===== src/rtl/ram_stream_reader_pkg.sv =====
// rtl/ram_stream_reader_pkg.sv - shared types, constants and address helper for ram_stream_reader
package ram_stream_reader_pkg;

  typedef enum logic [1:0] {
    ST_IDLE  = 2'd0,
    ST_RUN   = 2'd1,
    ST_DRAIN = 2'd2
  } state_t;

  localparam int OUT_FIFO_DEPTH = 3;

  // Explicit compare so depths that are not a power of two wrap correctly.
  function automatic int unsigned next_addr(input int unsigned a, input int unsigned entries);
    return (a == entries - 1) ? 0 : a + 1;
  endfunction

endpackage


===== src/rtl/ram_stream_reader_if.sv =====
// rtl/ram_stream_reader_if.sv - valid/ready output stream of ram_stream_reader
interface ram_stream_reader_if #(
  parameter int WIDTH = 8
);
  logic [WIDTH-1:0] out_data;
  logic             out_valid;
  logic             out_ready;

  modport master (output out_data, output out_valid, input out_ready);
  modport slave  (input out_data, input out_valid, output out_ready);
endinterface


===== src/rtl/ram_stream_reader_stream_fifo3.sv =====
// rtl/ram_stream_reader_stream_fifo3.sv - 3-entry register FIFO with push/pop/count
module stream_fifo3
  import ram_stream_reader_pkg::*;
#(
  parameter int WIDTH = 8
) (
  input  logic             clk,
  input  logic             rst_n,
  input  logic             push,
  input  logic [WIDTH-1:0] push_data,
  input  logic             pop,
  output logic [WIDTH-1:0] head,
  output logic             valid,
  output logic [1:0]       count
);

  logic [WIDTH-1:0] mem [OUT_FIFO_DEPTH];
  logic [1:0]       rd_ptr;
  logic [1:0]       wr_ptr;
  logic             do_push;
  logic             do_pop;

  function automatic logic [1:0] ptr_inc(input logic [1:0] p);
    return (p == 2'(OUT_FIFO_DEPTH - 1)) ? 2'd0 : p + 2'd1;
  endfunction

  assign do_pop  = pop && (count != 2'd0);
  // A push into a full FIFO is accepted only when the head leaves in the same cycle.
  assign do_push = push && ((count != 2'(OUT_FIFO_DEPTH)) || do_pop);

  always_ff @(posedge clk) begin
    if (do_push) begin
      mem[wr_ptr] <= push_data;
    end
  end

  always_ff @(posedge clk or negedge rst_n) begin
    if (!rst_n) begin
      rd_ptr <= 2'd0;
      wr_ptr <= 2'd0;
      count  <= 2'd0;
    end else begin
      if (do_push) begin
        wr_ptr <= ptr_inc(wr_ptr);
      end
      if (do_pop) begin
        rd_ptr <= ptr_inc(rd_ptr);
      end
      case ({do_push, do_pop})
        2'b10:   count <= count + 2'd1;
        2'b01:   count <= count - 2'd1;
        default: count <= count;
      endcase
    end
  end

  assign head  = mem[rd_ptr];
  assign valid = (count != 2'd0);

endmodule


===== src/rtl/ram_stream_reader.sv =====
// rtl/ram_stream_reader.sv - walks a wrapping RAM address range and streams the words out
module ram_stream_reader
  import ram_stream_reader_pkg::*;
#(
  parameter int  WIDTH   = 8,
  parameter int  ENTRIES = 8,
  localparam int AW      = $clog2(ENTRIES)
) (
  input  logic             clk,
  input  logic             rst_n,
  input  logic             start,
  input  logic [AW-1:0]    base_addr,
  input  logic [AW:0]      length,
  output logic             busy,
  output logic             done,
  output logic [AW-1:0]    raddr,
  input  logic [WIDTH-1:0] read_data,
  ram_stream_reader_if.master strm
);

  localparam logic [AW:0] LEN_ONE = (AW+1)'(1);

  state_t          state;
  state_t          state_nxt;
  logic [AW-1:0]   addr;
  logic [AW-1:0]   issue_addr;
  logic [AW:0]     remaining;
  logic [AW:0]     rem_base;
  logic            addr_vld;
  logic            data_vld;
  logic            done_q;
  logic            done_nxt;
  logic            issue;
  logic            load;
  logic            pop;
  logic            credit_ok;
  logic [2:0]      pending;
  logic [1:0]      fifo_count;
  logic            fifo_valid;
  logic [WIDTH-1:0] fifo_head;

  assign pop = fifo_valid && strm.out_ready;

  // Two reads can be in flight (address cycle, data cycle); the word leaving
  // this cycle frees its slot so 1 word/cycle is sustained with ready high.
  assign pending   = 3'(fifo_count) + 3'(addr_vld) + 3'(data_vld) - 3'(pop);
  assign credit_ok = (pending < 3'(OUT_FIFO_DEPTH));

  always_comb begin
    state_nxt  = state;
    issue      = 1'b0;
    load       = 1'b0;
    done_nxt   = 1'b0;
    issue_addr = addr;
    case (state)
      ST_IDLE: begin
        // The done cycle still counts as busy-ending, so a start there is dropped.
        if (start && !done_q) begin
          load = 1'b1;
          if (length == '0) begin
            state_nxt = ST_DRAIN;
          end else begin
            issue      = 1'b1;
            issue_addr = base_addr;
            state_nxt  = (length == LEN_ONE) ? ST_DRAIN : ST_RUN;
          end
        end
      end
      ST_RUN: begin
        if (credit_ok) begin
          issue = 1'b1;
          if (remaining == LEN_ONE) begin
            state_nxt = ST_DRAIN;
          end
        end
      end
      ST_DRAIN: begin
        if (!addr_vld && !data_vld &&
            ((fifo_count == 2'd0) || ((fifo_count == 2'd1) && pop))) begin
          state_nxt = ST_IDLE;
          done_nxt  = 1'b1;
        end
      end
      default: state_nxt = ST_IDLE;
    endcase
  end

  assign rem_base = load ? length : remaining;

  always_ff @(posedge clk or negedge rst_n) begin
    if (!rst_n) begin
      state     <= ST_IDLE;
      done_q    <= 1'b0;
      addr      <= '0;
      raddr     <= '0;
      remaining <= '0;
      addr_vld  <= 1'b0;
      data_vld  <= 1'b0;
    end else begin
      state    <= state_nxt;
      done_q   <= done_nxt;
      addr_vld <= issue;
      data_vld <= addr_vld;
      if (issue) begin
        raddr     <= issue_addr;
        addr      <= AW'(next_addr(32'(issue_addr), ENTRIES));
        remaining <= rem_base - LEN_ONE;
      end else if (load) begin
        addr      <= base_addr;
        remaining <= length;
      end
    end
  end

  stream_fifo3 #(
    .WIDTH(WIDTH)
  ) u_fifo (
    .clk      (clk),
    .rst_n    (rst_n),
    .push     (data_vld),
    .push_data(read_data),
    .pop      (pop),
    .head     (fifo_head),
    .valid    (fifo_valid),
    .count    (fifo_count)
  );

  assign strm.out_data  = fifo_head;
  assign strm.out_valid = fifo_valid;
  assign busy           = (state != ST_IDLE);
  assign done           = done_q;

endmodule


===== src/flat_wrapper.sv =====
// flat-port wrapper written by rule: the top's interface ports become plain ports
module ram_stream_reader_flat import ram_stream_reader_pkg::*;
#(
  parameter int  WIDTH   = 8,
  parameter int  ENTRIES = 8,
  localparam int AW      = $clog2(ENTRIES)
)
  (clk, rst_n, start, base_addr, length, busy, done, raddr, read_data, strm_out_data, strm_out_valid, strm_out_ready);
  ram_stream_reader_if #(.WIDTH(WIDTH)) strm_i ();
  input  logic clk;
  input  logic rst_n;
  input  logic start;
  input  logic [AW-1:0] base_addr;
  input  logic [AW:0] length;
  output logic busy;
  output logic done;
  output logic [AW-1:0] raddr;
  input  logic [WIDTH-1:0] read_data;
  output wire logic [$bits(strm_i.out_data)-1:0] strm_out_data;
  output wire logic [$bits(strm_i.out_valid)-1:0] strm_out_valid;
  input wire logic [$bits(strm_i.out_ready)-1:0] strm_out_ready;
  assign strm_out_data = strm_i.out_data;
  assign strm_out_valid = strm_i.out_valid;
  assign strm_i.out_ready = strm_out_ready;
  ram_stream_reader #(.WIDTH(WIDTH), .ENTRIES(ENTRIES)) u_core (.clk(clk), .rst_n(rst_n), .start(start), .base_addr(base_addr), .length(length), .busy(busy), .done(done), .raddr(raddr), .read_data(read_data), .strm(strm_i));
endmodule

===== config.mk =====
export PLATFORM = sky130hd
export DESIGN_NAME = ram_stream_reader_flat
export DESIGN_NICKNAME = d
export VERILOG_FILES = /design/src/rtl/ram_stream_reader_pkg.sv /design/src/rtl/ram_stream_reader_if.sv /design/src/rtl/ram_stream_reader_stream_fifo3.sv /design/src/rtl/ram_stream_reader.sv /design/src/flat_wrapper.sv
export SDC_FILE = /design/constraint.sdc
export NUM_CORES = 1
export LEC_CHECK = 0
export CORE_MARGIN = 2
export CORE_UTILIZATION = 54
export CTS_CLUSTER_DIAMETER = 60
export DETAILED_ROUTE_END_ITERATION = 16
export PLACE_DENSITY = 0.78
export SLEW_MARGIN = 20
export SYNTH_ARGS = -nofsm -noshare
export SYNTH_HDL_FRONTEND = slang
export SYNTH_SLANG_ARGS = --single-unit

===== constraint.sdc =====
create_clock -name clk -period 4.2 [get_ports clk]
set_clock_uncertainty 0.1 [all_clocks]
set_input_delay 0.84 -clock clk [delete_from_list [all_inputs] [get_ports clk]]
set_output_delay 0.84 -clock clk [all_outputs]
set_load 0.02 [all_outputs]

==> reports/results.env <==
STATUS='completed'
PLACE_CONGESTION=0.780
DIE_AREA_UM2=4710
CLK_PIN_SLEW_WORST_PATHS_NS=0.08
FINAL_CELL_MIX='31 x clkdlybuf4s50_1, 24 x edfxtp_1, 22 x nand2_1'
CLK_PATH_BUF_DEPTH=2
MIN_PERIOD_OVER_PERIOD_PCT=82.3
SEQUENTIAL_FRACTION_OF_THE_SYNTHESIS_AREA_PCT=55.2
ROW_COUNT=23
CTS.HOLD.BUFFERS_ADDED=0
CRITICAL_PATH.STARTPOINT='strm_out_ready'
SYNTH_LARGEST_AREA_CELL='edfxtp_1'
DRT-VIAS-PER-INSTANCE=5.56
DIE_HEIGHT_UM=68.6
HOLD_WS_NS=0.331
GLOBALROUTEOVERFLOWTOTAL=0
IO_BUFFER_COUNT=32
UTILIZATION_PCT=67.6
TIGHTESTPINTRANSITION_NS=0.541
CLOCK-ROOT-BUFFER='clkbuf_8'
DETAIL_ROUTE.FIRST_PASS.ITERATIONS=4
CLKSINKCOUNT=45
POST_CTS_RESIZED=0
VIAS=1496
GRT_PASS1_WL_UM=6980
NNETSFINAL=246
FINALSETUPTNS_NS=0
GLOBALROUTETOTALUTIL_PCT=20.6
DP_HPWL_UM=3060
HOLD_PATH_STARTPOINT='u_core.addr_vld'
CRITPATHMAXFANOUT=8
CAP_VIOLATIONS=0
NUMCTSBUFFERS=5
POST_SYNTH.CELL_AREA_AVG_UM2=12.4
SYNTH_EDF_COUNT=24
SLEW-LIMIT-HEADROOM_PCT=63.9
PLACEABLECOREAREA_UM2=4000
SYNTH_TOP_AREA_SHARE_PCT=31.9
POWER_PER_CELL_AREA_nW_PER_UM2=815
POST_CTS_SETUP_INSERTS=0
FIN_WS_NS=0.744
START_KIND='input pin'
PIN_COUNT_OF_THE_BIGGEST_NET_ENTERING_GLOBAL_ROUTING=22
R2R_START='u_core.u_fifo.count[1]'
INSTANCES_NO_FILL=269
SYNTH_FP_NETS=210
DETAILEDROUTE.FIRSTITERATIONVIOLATIONS=73
LKG_PWR_nW=1.09
IR_DROP_mV=0.519
FINALHOLDVIOLATIONS=0
CP.REQUIRED_NS=4.25
DRT_DRC_VIOLATIONS_LEFT=0
WORST_PATH_ARRIVAL_TIME_NS=3.51
DRT-TOTAL-WL_UM=4300
LAYOUT-AREA-OVERHEAD-VS-SYNTH_PCT=19.9
NUMBER_OF_CELLS_AFTER_DETAILED_PLACEMENT=261
START_UTIL_PCT=56.4
YS_TOP_CELLS_BY_AREA='edfxtp_1 32%, dfrtp_1 23%, mux2i_1 5.8%'
POST_DETAILED_ROUTE_WIRELENGTH_PER_CELL_UM=16.0
END_KIND='register'
DP_WORST_SLACK_NS=0.424
DIE_BOUNDARY_WIDTH_UM=68.6
MAXSLEWVIOLCOUNT=0
TIMING_WORST_SETUP_PATH_TYPE='input pin to register'
TIMING_LIMITED_MAXIMUM_FREQUENCY_GHz=0.289
SHARE_OF_FINAL_LAYOUT_STANDARD_CELLS_STRONGER_THAN_DRIVE_STRENGTH_1_PCT=12.8
SYNTH_WARNINGS=0
GRT_ANTENNA_BEFORE_REPAIR=0
ANTENNA-DIODE-COUNT=0
MOST_INSTANTIATED_FLIP_FLOP_CELL_IN_THE_SYNTHESIS_NETLIST='edfxtp_1'
CTS_TREE='done'
SETUP-VIOLATIONS-FINAL=0
REMAINING_ANTENNA_VIOLATION_COUNT_AFTER_ROUTING=0
IOPINCOUNT=33
VIA_COUNT_OF_THE_FIRST_GLOBAL_ROUTING_PASS=1499
SYN_INST=182
CLOCK_TREE.HTREE_LEVEL_COUNT=2
YS_FF_LATCH=45
MIN-DELAY-PATH-CLASS='register to register'
RSZ0062_AT_GRT='false'
PERIOD_MINUS_SLACK_NS=3.46
ASYNC_FLOP_SHARE_PCT=46.7
WORSTSKEWPAIRLATENCY_NS=0.30
CELL_AREA_SYNTH_UM2=2260
YS_TYPES=47
MOST_COMMON_CELL_AFTER_LAYOUT_FILL_AND_TAPS_ASIDE='clkdlybuf4s50_1'
critical path, stage by stage:
cell             delay, ns
clkdlybuf4s50_1       0.47
nor2b_1               0.20
ha_1                  0.27
fa_1                  0.37
inv_1                 0.08
fa_1                  0.40
nand2b_1              0.17
and3b_1               0.44
xnor2_1               0.16
o21ai_0               0.11
where the power goes:
group          total, mW  internal (mW)  switching [mW]
logic               1.17          0.557           0.613
registers          0.767          0.623           0.143
clock network      0.269          0.118           0.151
state kept, by name, indices dropped and copies added, names as in the netlist:
register,count
u_core.raddr,3
u_core.addr_vld,1
u_core.state,2
u_core.u_fifo.mem,24
u_core.u_fifo.rd_ptr,2
u_core.addr,3
u_core.u_fifo.wr_ptr,2
u_core.data_vld,1
u_core.done,1
u_core.u_fifo.count,2
u_core.remaining,4
metrics by stage:
| step | instance area [µm²] | power (mW) |
|---|---|---|
| detailed placement | 2620 | 1.94 |
| global placement | 2620 | 1.87 |
| finish | 2710 | 2.20 |
| global route | 2710 | 2.36 |
| CTS | 2710 | 2.21 |
| floorplan | 2260 | 1.62 |
routing by layer:
| metal | track usage (%) | wire length (µm) |
|---|---|---|
| met1 | 26.6 | 1900 |
| met2 | 34.1 | 2230 |
| met3 | 4.06 | 134 |
| met4 | 8.25 | 38 |
| met5 | 0 | 0 |
layout make-up:
type                    instances  area [µm²]
inverters                      10        37.5
multi-input cells             120         923
clock inverters                 3        21.3
well taps                      50        62.6
clock buffers                   5        68.8
flip-flops and latches         45        1250
repair buffers                 36         345
fillers                       280        1290
worst paths after layout:
path / end / slack (ns) / depth (start not counted)
worst max-delay path: u_core.remaining[0] / 0.74 / 10
worst min register to register: u_core.data_vld / 0.33 / 0
max in group asynchronous: u_core.addr_vld / 3.26 / 1
min in group asynchronous: u_core.u_fifo.rd_ptr[1] / 0.39 / 1
worst min-delay path: u_core.data_vld / 0.33 / 0
worst max register to register: u_core.remaining[0] / 1.00 / 11
cell usage after synthesis (all sizes together), types with 2 or more instances:
cell type and instances:
nand2b 3, o21ai 13, xnor2 3, and3 2, nand2 23, a2bb2oi 2, mux2 2, nor3 3
or2 2, a21oi 4, a21o 2, nor4b 2, nand3 2, nor2 8, edfxtp 24, inv 10
or4 3, ha 7, mux2i 13, dfrtp 21, buf 3, nor3b 3, clkbuf 4, a211oi 2
o22ai 5, fa 2
cells by family after synthesis:
kind of cell,count (synthesis),synth area share (%)
simple gates,57,16.2
flops,45,55.2
compound gates,35,10.8
buf+inv,17,3.83
mux,15,6.77
fa+ha+maj,9,5.66
xor+xnor,4,1.55
(Power assumes the default switching activity.)
